File: src/rtl/branch_resolve_update.sv
// Checks fetch predictions in order against execute outcomes, trains a 2-bit BHT, issues redirects.
// Redirect/flush are registered one cycle after a mispredict; pred_ready drops when full or recovering.
module branch_resolve_update #(
   parameter int size         = 32,
   parameter int DEPTH        = 4,
   parameter int BHT_ENTRIES  = 64,
   parameter int FLUSH_CYCLES = 2
) (
   input  logic            clk,
   input  logic            reset,
   input  logic            pred_valid,
   input  logic [size-1:0] pred_pc,
   input  logic            pred_taken,
   input  logic [size-1:0] pred_target,
   output logic            pred_ready,
   input  logic [size-1:0] lookup_pc,
   output logic            lookup_taken,
   input  logic            res_valid,
   input  logic            res_taken,
   input  logic [size-1:0] res_target,
   output logic            redirect_valid,
   output logic [size-1:0] redirect_pc,
   output logic            flush,
   output logic            res_error,
   output logic [15:0]     mispredict_cnt
);
   localparam int PW = $clog2(DEPTH);
   localparam int IW = $clog2(BHT_ENTRIES);
   localparam int RW = (FLUSH_CYCLES > 1) ? $clog2(FLUSH_CYCLES) : 1;

   typedef enum logic [1:0] {RUN, REDIRECT, RECOVER} state_t;

   state_t          state;
   logic [size-1:0] pc_q     [DEPTH];
   logic            taken_q  [DEPTH];
   logic [size-1:0] target_q [DEPTH];
   logic [PW-1:0]   wr_ptr, rd_ptr;
   logic [PW:0]     count;
   logic [RW-1:0]   rec_cnt;
   logic [1:0]      bht [BHT_ENTRIES];

   logic            full, empty, do_push, do_pop, mispredict;
   logic [size-1:0] head_pc, head_target, correct_pc;
   logic            head_taken;
   logic [IW-1:0]   head_idx;
   logic            unused_lookup_bits;

   assign full        = (count == (PW+1)'(DEPTH));
   assign empty       = (count == '0);
   assign pred_ready  = ~full & (state == RUN);
   assign do_push     = pred_valid & pred_ready;
   assign do_pop      = (state == RUN) & res_valid & ~empty;
   assign head_pc     = pc_q[rd_ptr];
   assign head_taken  = taken_q[rd_ptr];
   assign head_target = target_q[rd_ptr];
   assign head_idx    = head_pc[IW+1:2];
   assign mispredict  = (res_taken != head_taken) | (res_taken & (res_target != head_target));
   assign correct_pc  = res_taken ? res_target : head_pc + size'(4);

   // Lookup reads the registered counter, so a same-cycle training write is not yet visible.
   assign lookup_taken       = bht[lookup_pc[IW+1:2]][1];
   assign unused_lookup_bits = ^{lookup_pc[size-1:IW+2], lookup_pc[1:0]};

   always_ff @(posedge clk) begin
      if (do_push && !(do_pop && mispredict)) begin
         pc_q[wr_ptr]     <= pred_pc;
         taken_q[wr_ptr]  <= pred_taken;
         target_q[wr_ptr] <= pred_target;
      end
   end

   always_ff @(posedge clk) begin
      if (reset) begin
         state          <= RUN;
         wr_ptr         <= '0;
         rd_ptr         <= '0;
         count          <= '0;
         rec_cnt        <= '0;
         redirect_valid <= 1'b0;
         redirect_pc    <= '0;
         flush          <= 1'b0;
         res_error      <= 1'b0;
         mispredict_cnt <= '0;
         for (int i = 0; i < BHT_ENTRIES; i++) bht[i] <= 2'b01;
      end else begin
         redirect_valid <= 1'b0;
         flush          <= 1'b0;
         case (state)
            RUN: begin
               if (res_valid && empty) res_error <= 1'b1;
               if (do_pop) begin
                  if (res_taken) begin
                     if (bht[head_idx] != 2'b11) bht[head_idx] <= bht[head_idx] + 2'b01;
                  end else if (bht[head_idx] != 2'b00) begin
                     bht[head_idx] <= bht[head_idx] - 2'b01;
                  end
               end
               // A mispredict discards everything queued, including a record pushed this cycle.
               if (do_pop && mispredict) begin
                  wr_ptr         <= '0;
                  rd_ptr         <= '0;
                  count          <= '0;
                  state          <= REDIRECT;
                  redirect_valid <= 1'b1;
                  flush          <= 1'b1;
                  redirect_pc    <= correct_pc;
                  if (mispredict_cnt != 16'hFFFF) mispredict_cnt <= mispredict_cnt + 16'd1;
               end else begin
                  if (do_push) wr_ptr <= wr_ptr + 1'b1;
                  if (do_pop)  rd_ptr <= rd_ptr + 1'b1;
                  case ({do_push, do_pop})
                     2'b10:   count <= count + 1'b1;
                     2'b01:   count <= count - 1'b1;
                     default: count <= count;
                  endcase
               end
            end
            REDIRECT: begin
               state   <= RECOVER;
               rec_cnt <= '0;
            end
            RECOVER: begin
               if (rec_cnt == RW'(FLUSH_CYCLES - 1)) begin
                  state   <= RUN;
                  rec_cnt <= '0;
               end else begin
                  rec_cnt <= rec_cnt + 1'b1;
               end
            end
            default: state <= RUN;
         endcase
      end
   end
endmodule

File: config.mk
export PLATFORM = sky130hd
export DESIGN_NAME = branch_resolve_update
export DESIGN_NICKNAME = d
export VERILOG_FILES = /design/src/rtl/branch_resolve_update.sv
export SDC_FILE = /design/constraint.sdc
export NUM_CORES = 1
export LEC_CHECK = 0
export CAP_MARGIN = 30
export CORE_MARGIN = 4
export CORE_UTILIZATION = 50
export CTS_CLUSTER_DIAMETER = 40
export DETAILED_ROUTE_END_ITERATION = 8
export GPL_TIMING_DRIVEN = 0
export PLACE_DENSITY = 0.71
export SLEW_MARGIN = 20
export SYNTH_ARGS = -nofsm -noshare
export SYNTH_HDL_FRONTEND = slang
export SYNTH_SLANG_ARGS = --single-unit
File: constraint.sdc
create_clock -name clk -period 14.1 [get_ports clk]
set_input_delay 2.115 -clock clk [delete_from_list [all_inputs] [get_ports clk]]
set_output_delay 2.115 -clock clk [all_outputs]
set_load 0.02 [all_outputs]
-- Word level (Yosys, flattened, before mapping)
Memory sizes are Yosys's and may differ from the RTL's. A register that Yosys moved wholly into a read port is not among the register bits.
Cells that the tools add are included.
- add/sub/neg operators: 9
- equal/unequal tests: 11
- mux-type cells: 39
- bitwise operators: 10
- reductions and logical operators: 20
- operator list (cell ; count):
    $add A32 B3 Y32 const B ; 1
    $mux W32 ; 1
    $ne A32 B32 Y1 ; 1
    $mux W2 ; 14
    $mux W1 ; 19
    $add A16 B1 Y16 const B ; 1
    $ne A16 B16 Y1 const B ; 1
    $reduce_and A2 Y1 ; 6
    $reduce_bool A2 Y1 ; 4
    $add A2 B1 Y2 const B ; 3
    $mux W6 ; 1
    $pmux W2 S3 ; 1
    $pmux W3 S2 ; 1
    $and A1 B1 Y1 ; 5
    $eq A2 B1 Y1 const B ; 2
    $eq A2 B2 Y1 const B ; 2
    $ne A2 B2 Y1 const B ; 2
    $reduce_or A2 Y1 ; 2
    $add A3 B1 Y3 const B ; 1
    $eq A3 B3 Y1 const B ; 1
    $logic_and A1 B1 Y1 ; 3
    $logic_not A3 Y1 ; 1
    $mux W3 ; 1
    $not A1 Y1 ; 3
    11 further kinds ; 12
- flip-flop bits (word level): 60
- bits in writable memories: 388
- output and inout port bits: 53
- logic and storage cells: 102
- memories kept: 4
- memory list (memory ; depth ; bits a word ; read ports ; clocked after Yosys merged registers in ; write ports ; RTL line ; RTL):
    bht ; 64 ; 2 ; 2 ; 0 ; 64 ; 40 ; logic [1:0] bht [BHT_ENTRIES];
    pc_q ; 4 ; 32 ; 1 ; 1 ; 1 ; 34 ; logic [size-1:0] pc_q [DEPTH];
    target_q ; 4 ; 32 ; 1 ; 1 ; 1 ; 36 ; logic [size-1:0] target_q [DEPTH];
    taken_q ; 4 ; 1 ; 1 ; 1 ; 1 ; 35 ; logic taken_q [DEPTH];

-- Depth between registers and ports, before layout
Gate-level depths: netlist of the first run.
An unclocked memory read counts as a cell.
- depth after elaboration: 11
- mapped depth: 17

-- Worst setup path before layout of the first run
Ideal clock, no wire load.
- path type: input port to output port
- start: in lookup_pc[2]
- end: out lookup_taken
- data arrival time: 4.596 ns
- required time: 11.985 ns
- slack: 7.389 ns
- stages on the path: 5
- path buffers: 2
- path through: clkbuf_1 -> buf_1 -> mux4_2 -> mux4_2 -> mux4_2
- word-level cells in the longest chain between the ends: 1
- RTL lines (item ; RTL line ; RTL):
    from (decl) ; 16 ; input logic [size-1:0] lookup_pc,
    $mem_v2 Z64 W2 ; - ;
    to (decl) ; 17 ; output logic lookup_taken,
No other way between the ends.

-- Final worst setup path of the first run
Ends and elaborated chain as after synthesis.

==> summary.md, run 1 <==
| Metric | Value |
|---|---|
| Status | completed |
| Peak supply drop | around 0.00012 V |
| Final worst-path cycle share | 0.545 |
| Cell count after synthesis | 1425 |
| Synth cell types | 71 |
| Design area | around 25000 µm² |
| Synth top area share | 0.567 |
| Mux cell area share after synthesis | 0.133 |
| Max FO, Critical Path | 7 |
| Most common cell after layout, fill and taps aside | edfxtp_1 |
| Compound-Gate Fraction of Synth Area | 0.0646 |
| CP peak stage delay | roughly 610 ps |
| Clock Pin Slew Worst Setup and Hold Paths | 60 ps |
| Crit. End Element | output port |
| Syn-to-layout area delta | 22.0% |
| Vias per Instance | 6.25 |
| Final wirelength | 61.4 mm |
| Nets | 1799 |
| GR Overflow Total | 0 |
| HPWL Detailed | 42.6 mm |
| Synth Register Bits | 450 |
| Worst Tran Pin Value | 978 ps |
| Crit Path Category | input pin to output port |
| Layout cells sized above 1 | 0.184 |
| Final antenna-violating net count | 0 |
| Pwr Density | 183 nW/µm² |
| Initial DRT Pass Iterations | 6 |
| Post-cts sizing count | 0 |
| CP cell instances | clkbuf_1 -> buf_1 -> buf_6 -> mux4_2 -> mux4_2 -> mux4_2 -> clkdlybuf4s50_1 |
| Residual DRC | 0 |
| Worst Path Arrival | 5560 ps |
| Slew HR | 0.343 |
| Reg2reg path depth | 14 |
| Final TNS setup | 0 ps |
| Initial antenna violation count | 3 |
| Total track usage | 0.272 |
| Cts bufs inserted | 59 |
| DP Area | 23000 µm² |
| Most used cell along the critical path | mux4_2 |
| Crit-path slowest cell | clkbuf_1 |
| CP required | 11980 ps |
| Buf/Inv on CP | 4 |
| Die Y-Extent | 211 µm |
| Leakage | roughly 8.3 nW |
| Post-synth top area cell | edfxtp_1 |
| DRT iter0 DRCs | 1614 |
| DIE WIDTH | 211 µm |
| Mapped Nets | 1570 |
| H-tree levels | 2 |
| CTS Root Cell | clkbuf_16 |
| Setup Skew | 37.2 ps |
| Most frequent cells in the layout | edfxtp_1, clkdlybuf4s50_1, nand2_1 |
| Max Cap Viol | 0 |
| Delay-heaviest family, CP | buffers and inverters |
| Initial Util | 0.511 |
| Die area | 44400 µm² |
| Post-synth ARST share | 0 |
| Mapped Area | about 20000 µm² |
| Tmin final | 7680 ps |
| Final hold vios | 0 |
| DR WL/cell | 27.5 µm |
| Synth Area in XOR/XNOR | 0.0315 |
| Adder-cell share of the synthesized area | 0.00706 |
| Setup crit start kind | input pin |
| Final RePlAce weighted congestion | 0.970 |
| DR vias | 13900 |
| CTS tree | done |
| Ys flop type | edfxtp_1 |
| Setup bufs post-CTS | 0 |
| First-pass GRT wire length | 90.3 mm |
| Clock sink count | 450 |
| Num ports | 187 |
| FMAX | 130 MHz |
| Final setup vio count | 0 |
| CTS max path bufs | 3 |
| Core Region | around 40000 µm² |
| WP depth | 7 |
| Largest net degree at the start of global routing | 44 |
| RSZ-0062 raised after global routing | no |
| Rows | 73 |
| Ys Warns | 0 |
| Main combinational cell family by area after synthesis | multiplexers |
| Hold_buf cts | 0 |
| Cell count of the worst hold path | 2 |
| Syn avg cell area | between 10 and 15 µm² |
| Worst skew pair latency | 640 ps |
| Post-synthesis simple-gate area fraction | 0.106 |
| Post-synth EDFFs | slightly below 400 |
| Post-synthesis sequential area ratio | 0.628 |
| Slew Limit Fails | 0 |
| Hold WC Path Type | flip-flop to flip-flop |
| Vias in the first global route | 14200 |
| I/O Buffers | roughly 160 |
| Top cells by area, synth | edfxtp_1, mux4_2, dfxtp_1 |
worst min-delay path, cell delays in order (launching register included):
cell and delay, ps:
dfxtp_1 310, o21ai_0 70, a21oi_1 80
synthesized netlist by cell type, types with 11 or more instances:
library cell and n:
xnor2_1 61, clkbuf_1 47, buf_4 12, nor3_2 31, xor2_1 11, nand4_1 20
a21o_1 55, buf_2 19, a22o_1 13, o21ai_0 33, nor2_1 86, and2_1 17
mux2i_1 64, edfxtp_1 388, nand3_1 29, buf_6 14, nor3_1 47, a21oi_1 21
dfxtp_1 62, mux4_2 86, nand2_1 132, inv_1 19
cell type report:
class / count / area (µm²)
inverters: 21 / 81.3
repair buffers: 168 / 1740
multi-input cells: 856 / 7080
clock inverters: 40 / 470
diodes: 2 / 5.00
well taps: 525 / 657
fillers: 2994 / 15100
plain buffers: 98 / 542
flip-flops and latches: 450 / 12900
clock buffers: 71 / 1590
worst paths after layout:
check                              to              startpoint  slack, ps
max                      lookup_taken            lookup_pc[2]       6420
min                         flip-flop  rd_ptr[1]$_SDFFE_PP0P_        490
max reg2reg  target_q[0][8]$_DFFE_PP_               flip-flop       8410
min reg2reg                 flip-flop  rd_ptr[1]$_SDFFE_PP0P_        490
registers in the layout (all words and copies together), names as in the netlist, 2 cells and up, named ones only:
register / flops
taken_q: 4
mispredict_cnt: 16
count: 3
target_q: 128
state: 2
redirect_pc: 32
wr_ptr: 2
bht: 128
pc_q: 128
rd_ptr: 2
metal layers:
layer / global-route usage / routed length, µm / share of wire
met5: 0 / 37 / 0.00060
met4: 0.123 / 3250 / 0.053
met3: 0.0613 / 5870 / 0.095
met2: 0.441 / 29400 / 0.48
met1: 0.355 / 22900 / 0.37
cell families after synthesis:
kind of cell,Yosys count
simple gates,425
mux,162
xor+xnor,73
flops,450
compound gates,185
fa+ha+maj,11
buf+inv,119
where the power goes:
part / leakage (nW) / switching (mW) / internal, mW
clock network: 0.980 / 0.622 / 0.916
registers: 3.97 / 0.0596 / 1.63
logic: 3.34 / 0.861 / 0.484
stage by stage:
stage,hold WS [ps],instances,total power [mW],worst slack (ps),util
CTS,493,2227,4.56,6410,0.623
global placement,468,2107,2.99,5660,0.567
floorplan,463,1425,2.56,7390,-
global route,496,2229,4.72,6340,0.623
finish,490,2231,4.57,6420,0.624
detailed placement,473,2116,3.03,6430,0.572
No activity file was read; power rests on OpenSTA's default activity.
==> run 2: changes to the inputs <==
--- a/config.mk
+++ b/config.mk
@@ -11,7 +11,7 @@
 export CTS_CLUSTER_DIAMETER = 40
 export DETAILED_ROUTE_END_ITERATION = 8
 export GPL_TIMING_DRIVEN = 0
-export PLACE_DENSITY = 0.71
+export PLACE_DENSITY = 0.74
 export SLEW_MARGIN = 20
 export SYNTH_ARGS = -nofsm -noshare
 export SYNTH_HDL_FRONTEND = slang
==> constraint.sdc (replaced) <==
create_clock -name clk -period 6.85 [get_ports clk]
set_input_delay 1.0275 -clock clk [delete_from_list [all_inputs] [get_ports clk]]
set_output_delay 1.0275 -clock clk [all_outputs]
set_load 0.02 [all_outputs]
==> run 2 against run 1 <==
Flip-flop and latch count unchanged. First-iteration DRC count increased by 4.7%. Sequential power increased by 110%. Routed wire length decreased by 1.5%. Global-route usage decreased by 0.44 points. Combinational power increased by 100%. Core utilization decreased by 0.41 points. Non-clock buffer count increased by 4. Worst setup slack got worse by 5000 ps. Via count increased by 0.22%. Register-to-register slack got worse by 7000 ps. Clock-buffer cell count decreased by 9. Largest power group unchanged.
==> summary.md, run 2 (same netlist as run 1, synthesis figures left out) <==
| Metric | Value |
|---|---|
| Status | completed |
| Residual DRC | 0 (unchanged) |
| DIE WIDTH | 211 µm (unchanged) |
| Vias in the first global route | 14200 (-0.056%) |
| Initial Util | 0.511 (unchanged) |
| Setup crit start kind | flip-flop |
| Worst Path Arrival | 5670 ps (+110 ps) |
| Crit Path Category | flip-flop to flip-flop |
| Setup Skew | 24.6 ps (-12.7 ps) |
| I/O Buffers | 157 (unchanged) |
| First-pass GRT wire length | 88.3 mm (-2.2%) |
| Initial antenna violation count | 3 (unchanged) |
| Final worst-path cycle share | 0.787 |
| Total track usage | 0.268 (-0.00444) |
| Nets | 1798 (-0.056%) |
| Net switching power | 3.08 mW (+100%) |
| Worst skew pair latency | 610 ps (-30 ps) |
| Final cell count without fillers | 2223 (-0.36%) |
| Register area | 12900 µm² (unchanged) |
| Met2 WL post-DR | 29.1 mm (-1.0%) |
| H-tree levels | 2 (unchanged) |
| Setup bufs post-CTS | 0 (unchanged) |
| CP required | 7130 ps (-4850 ps) |
| Die Y-Extent | 211 µm (unchanged) |
| Clock sink count | 450 (unchanged) |
| Hold_buf cts | 0 (unchanged) |
| Largest net degree at the start of global routing | 39 (-11%) |
| Layout cells sized above 1 | 0.183 (-0.000421) |
| Rows | 73 (unchanged) |
| Leakage | 8.25 nW (-0.51%) |
| Met3 routed wirelength | 6.11 mm (+4.1%) |
| GR Overflow Total | 0 (unchanged) |
| DR WL/cell | 27.2 µm (-1.2%) |
| Final antenna-violating net count | 0 (unchanged) |
| Initial DRT Pass Iterations | 6 (unchanged) |
| Num ports | 187 (unchanged) |
| Sw Ratio | 0.335 (-0.00221) |
| P_int | 6.12 mW (+100%) |
| Final hold vios | 0 (unchanged) |
| Hold WC Path Type | flip-flop to flip-flop |
| Most frequent cells in the layout | edfxtp_1, clkdlybuf4s50_1, nand2_1 |
| CTS Root Cell | clkbuf_16 |
| Clock Pin Slew Worst Setup and Hold Paths | 60 ps (about the same) |
| Top flop regs | bht: 128 flops, pc_q: 128 flops, target_q: 128 flops |
| Cts bufs inserted | 54 (-8.5%) |
| Syn-to-layout area delta | 21.2% |
| FMAX | about 190 MHz |
| Tmin final | 5390 ps |
| Final Util | 0.619 (-0.00414) |
| Max FO, Critical Path | 35 (+28) |
| Peak supply drop | 0.000270 V (+120%) |
| Multi-input gate area | 7080 µm² (about the same) |
| Final wirelength | 60.5 mm (-1.5%) |
| Comb power frac | 0.300 (+0.006) |
| Overall power | 9.21 mW (+100%) |
| Seq pwr share | 0.377 (+0.007) |
| Max Cap Viol | 0 (unchanged) |
| Slew Limit Fails | 0 (unchanged) |
| Clock share of power | 0.323 (-0.013) |
| Vias per Instance | 6.28 (+0.58%) |
| RSZ-0062 raised after global routing | no |
| Pwr Density | 370 nW/µm² (+100%) |
| Wl on met1 | 21.8 mm (-4.7%) |
| Slew HR | 0.353 (+0.0101) |
| Final RePlAce weighted congestion | 0.985 (+1.5%) |
| HPWL Detailed | 41.4 mm (-2.8%) |
| DR vias | 14000 (+0.22%) |
| Core Region | 40200 µm² (unchanged) |
| CTS max path bufs | 3 (unchanged) |
| DRT iter0 DRCs | 1690 (+4.7%) |
| Fillers | 3021 (+0.90%) |
| Final setup vio count | 0 (unchanged) |
| Most common cell after layout, fill and taps aside | edfxtp_1 |
| Die area | 44400 µm² (unchanged) |
| Min Hold Slack | 462 ps (-27.7 ps) |
| Crit. End Element | flip-flop |
| R2R setup slack | 1460 ps (-6950 ps) |
| Number of cells after detailed placement | 2116 (unchanged) |
| Top Metal Used | met5 |
| CTS tree | done |
| Worst Tran Pin Value | 970 ps (-7.56 ps) |
| Final TNS setup | 0 ps (unchanged) |
| Post-cts sizing count | 0 (unchanged) |
## run 2: changes by cell type in the layout (fill, tap and decap cells not counted), sizes merged
cell,delta
buf,+2
bufinv,+1
clkbuf,-7
clkinvlp,-4
diode,-1
inv,+1
## run 2: layout make-up
type                    count  share of cell area
flip-flops and latches    450               0.518
multi-input cells         856               0.284
repair buffers            172              0.0704
clock buffers              62              0.0580
well taps                 525              0.0264
plain buffers              98              0.0218
clock inverters            38              0.0180
inverters                  21             0.00327
diodes                      1            0.000101
## run 2: routing by layer
metal,vias up,track usage
met5,-,0
met4,2,0.129
met3,222,0.0698
met2,913,0.438
met1,6899,0.336
li1,5933,-
## run 2: critical path, stage by stage, from the launching register on
cell and delay [ps]:
dfxtp_1 420, buf_6 150, buf_6 180, clkbuf_1 570, mux4_2 420, xnor2_1 290
nand4_1 180, nor3_1 330, a31oi_1 230, nand2b_1 120, buf_2 230, clkbuf_1 450
clkbuf_1 490, and3_4 630, buf_12 300
## run 2: worst paths after layout
path,start,end,cells after the start
setup / recovery,flip-flop,target_q[0][5]$_DFFE_PP_,14
hold / removal,redirect_pc[31]$_SDFFE_PP0P_,redirect_pc[31]$_SDFFE_PP0P_,2
setup reg to reg,flip-flop,target_q[0][5]$_DFFE_PP_,14
hold reg to reg,redirect_pc[31]$_SDFFE_PP0P_,redirect_pc[31]$_SDFFE_PP0P_,2
## run 2: stage by stage
stage / setup slack [ps] / cell area (µm²)
after floorplan: 2050 / 20500
after global placement: -481 / 22800
after detailed placement: 1500 / 23000
after CTS: 1480 / 24900
after global routing: 1220 / 24900
final: 1460 / 24900
## run 2: power groups by stage
stage / sequential (mW) / clock (mW) / combinational (mW)
after global routing: 3.50 / 3.11 / 2.89
after CTS: 3.48 / 3.00 / 2.71
after detailed placement: 3.53 / 0 / 2.68
after global placement: 3.54 / 0 / 2.61
after floorplan: 3.55 / 0 / 1.72
final: 3.48 / 2.97 / 2.76
==> run 3: changes to the inputs <==
==> constraint.sdc (replaced) <==
create_clock -name clk -period 4.5 [get_ports clk]
set_input_delay 0.675 -clock clk [delete_from_list [all_inputs] [get_ports clk]]
set_output_delay 0.675 -clock clk [all_outputs]
set_load 0.02 [all_outputs]
==> run 3 against run 2 <==
Fmax increased by 23%. Sequential power increased by 52%. Flip-flop and latch count unchanged. Worst setup slack got worse by 1400 ps. Sequential share of layout area decreased by 0.19 points. Via count increased by 0.71%. Final cell count increased by 0.63%. Design area increased by 0.39%. Non-clock buffer count increased by 6. Hold slack improved by 5.6 ps. Combinational power increased by 55%.
==> summary.md, run 3 (same netlist as run 1, synthesis figures left out) <==
| Metric | Value |
|---|---|
| Pwr Density | 558 nW/µm² (+51%) |
| Comb power frac | 0.307 (+0.007) |
| GR Overflow Total | 0 (unchanged) |
| Wl on met1 | 22.4 mm (+2.7%) |
| CP required | 4770 ps (-2360 ps) |
| Number of cells after detailed placement | 2118 (+0.095%) |
| Max Cap Viol | 0 (unchanged) |
| Slew Limit Fails | 0 (unchanged) |
| DRT iter0 DRCs | 1702 (+0.71%) |
| Worst skew pair latency | 590 ps (-20 ps) |
| Final setup vio count | 0 (unchanged) |
| DR WL/cell | 27.2 µm (-0.12%) |
| Worst Hold Launch | redirect_pc[31]$_SDFFE_PP0P_ |
| FMAX | 228 MHz (+23%) |
| Hold WC Path Type | flip-flop to flip-flop |
| Max FO, Critical Path | 10 (-71%) |
| Initial Util | 0.511 (unchanged) |
| Met2 WL post-DR | 28.7 mm (-1.1%) |
| Peak supply drop | 0.000413 V (+53%) |
| Clock share of power | 0.314 (-0.009) |
| Tmin final | 4390 ps (-998 ps) |
| Hold_buf cts | 0 (unchanged) |
| Most frequent cells in the layout | edfxtp_1, clkdlybuf4s50_1, nand2_1 |
| Seq pwr share | 0.379 (+0.002) |
| Net switching power | 4.66 mW (+51%) |
| Core Region | 40200 µm² (unchanged) |
| R2R setup slack | 110 ps (-1350 ps) |
| Layout cells sized above 1 | 0.194 (+0.0107) |
| Initial DRT Pass Iterations | 6 (unchanged) |
| Final worst-path cycle share | 0.976 (+0.189) |
| Crit. End Element | flip-flop |
| I/O Buffers | 157 (unchanged) |
| Final cell count without fillers | 2237 (+0.63%) |
| HPWL Detailed | 41.4 mm (-0.10%) |
| Total track usage | 0.268 (+0.000338) |
| Reg2reg path depth | 15 (+1) |
| DR vias | 14100 (+0.71%) |
| Min Hold Slack | 468 ps (+5.61 ps) |
| Rows | 73 (unchanged) |
| Cts bufs inserted | 56 (+3.7%) |
| Vias in the first global route | 14000 (-1.4%) |
| CTS Root Cell | clkbuf_16 |
| Vias per Instance | 6.29 (about the same) |
| Final wirelength | 60.8 mm (+0.51%) |
| Ant diodes | 0 (-1) |
| Sw Ratio | 0.334 (-0.000493) |
| Final antenna-violating net count | 0 (unchanged) |
| RSZ-0062 raised after global routing | no |
| Setup Skew | 25.8 ps (+1.22 ps) |
| Final hold vios | 0 (unchanged) |
| CTS max path bufs | 3 (unchanged) |
| Worst Tran Pin Value | 988 ps (+17.5 ps) |
| Largest net degree at the start of global routing | 35 (-10%) |
| Hold endpoint | redirect_pc[31]$_SDFFE_PP0P_ |
| Syn-to-layout area delta | 21.6% |
| H-tree levels | 2 (unchanged) |
| Top Metal Used | met5 |
| Leakage | 8.30 nW (+0.65%) |
| Top flop regs | bht: 128 flops, pc_q: 128 flops, target_q: 128 flops |
| Final RePlAce weighted congestion | 0.968 (-1.7%) |
| CTS tree | done |
| Slew HR | 0.336 (-0.0167) |
| Fin worst setup slack | 107 ps (-1350 ps) |
| Place WS | -1240 ps (-2740 ps) |
| Clock sink count | 450 (unchanged) |
| Cell count of the worst hold path | 2 (unchanged) |
| Worst Path Arrival | 4670 ps (-1000 ps) |
| Num ports | 187 (unchanged) |
| Clock Pin Slew Worst Setup and Hold Paths | 60 ps (about the same) |
| Residual DRC | 0 (unchanged) |
| Initial antenna violation count | 1 (-2) |
| Status | completed |
| First-pass GRT wire length | 89.2 mm (+1.0%) |
| Met3 routed wirelength | 7.02 mm (+15%) |
| Die area | 44400 µm² (unchanged) |
| DIE WIDTH | 211 µm (unchanged) |
| Die Y-Extent | 211 µm (unchanged) |
| RR Endpoint | bht[55][0]$_SDFFCE_PN1P_ |
| Nets | 1810 (+0.67%) |
| Crit Path Category | flip-flop to flip-flop |
| P_int | 9.27 mW (+51%) |
| DP Area | 23000 µm² (about the same) |
| Most common cell after layout, fill and taps aside | edfxtp_1 |
| Design area | 25000 µm² (+0.39%) |
| Setup crit start kind | flip-flop |
run 3: changes by cell type in the layout (fill, tap and decap cells not counted), sizes merged:
cell      previous run  this run
and3                 8        12
buf                 62        64
bufinv               6         4
clkbuf             113       121
clkinv              17        22
clkinvlp             3         6
diode                1         0
inv                 33        28
run 3: how the worst max path moves through the flow:
stage / from / to / slack, ps / cells past startpoint
floorplan: flip-flop / pc_q[0][0]$_DFFE_PP_ / 410 / 12
global placement: flip-flop / pc_q[1][3]$_DFFE_PP_ / -1920 / 13
detailed placement: flip-flop / pc_q[1][3]$_DFFE_PP_ / -1240 / 14
CTS: flip-flop / target_q[2][28]$_DFFE_PP_ / 2 / 11
global route: flip-flop / bht[54][0]$_SDFFCE_PN1P_ / 9 / 15
finish: flip-flop / bht[55][0]$_SDFFCE_PN1P_ / 110 / 15
run 3: power groups by stage:
stage / clock network [mW] / logic, mW / registers, mW
5_1_grt: 4.60 / 4.49 / 5.32
6_report: 4.37 / 4.27 / 5.29
2_1_floorplan: 0 / 2.62 / 5.38
3_3_place_gp: 0 / 3.94 / 5.36
4_1_cts: 4.40 / 4.16 / 5.29
3_5_place_dp: 0 / 4.05 / 5.37
run 3: metrics by stage:
step | power, mW | util | setup TNS (ps)
detailed placement | 9.42 | 0.572 | -292100
CTS | 13.8 | 0.620 | 0
global placement | 9.30 | 0.567 | -509830
floorplan | 8.00 | - | 0
finish | 13.9 | 0.622 | 0
global route | 14.4 | 0.622 | 0
run 3: layout make-up:
cell class,instances,area [µm²]
timing repair buffer,179,1810
clock inverter,39,344
fill,2950,15200
clock buffer,66,1480
buffer,97,571
multi-input combinational,860,7150
sequential,450,12900
inverter,21,81.3
tap,525,657
run 3: metal layers:
layer | up-vias | global-route usage
li1 | 5976 | -
met1 | 7019 | 0.354
met2 | 907 | 0.429
met3 | 164 | 0.0777
met4 | 2 | 0.0973
met5 | - | 0
run 3: worst max-delay path, stage by stage (launching register included):
cell,delay [ps]
dfxtp_1,430
buf_6,150
buf_6,210
mux2i_1,210
mux2_4,290
inv_2,100
and2_1,140
clkbuf_1,250
a22o_1,320
a22oi_1,230
o21bai_1,210
or4_4,640
a22oi_4,240
and2_1,160
buf_2,270
a21o_1,230
run 3: timing repair:
item | 4_1_cts | 5_1_grt
buffers inserted | 7 | 0
pin swaps | 4 | 0
cloned | 4 | 0
hold endpoints to repair | 0 | 0
resized for setup | 10 | 23
setup endpoints to repair | 351 | 400
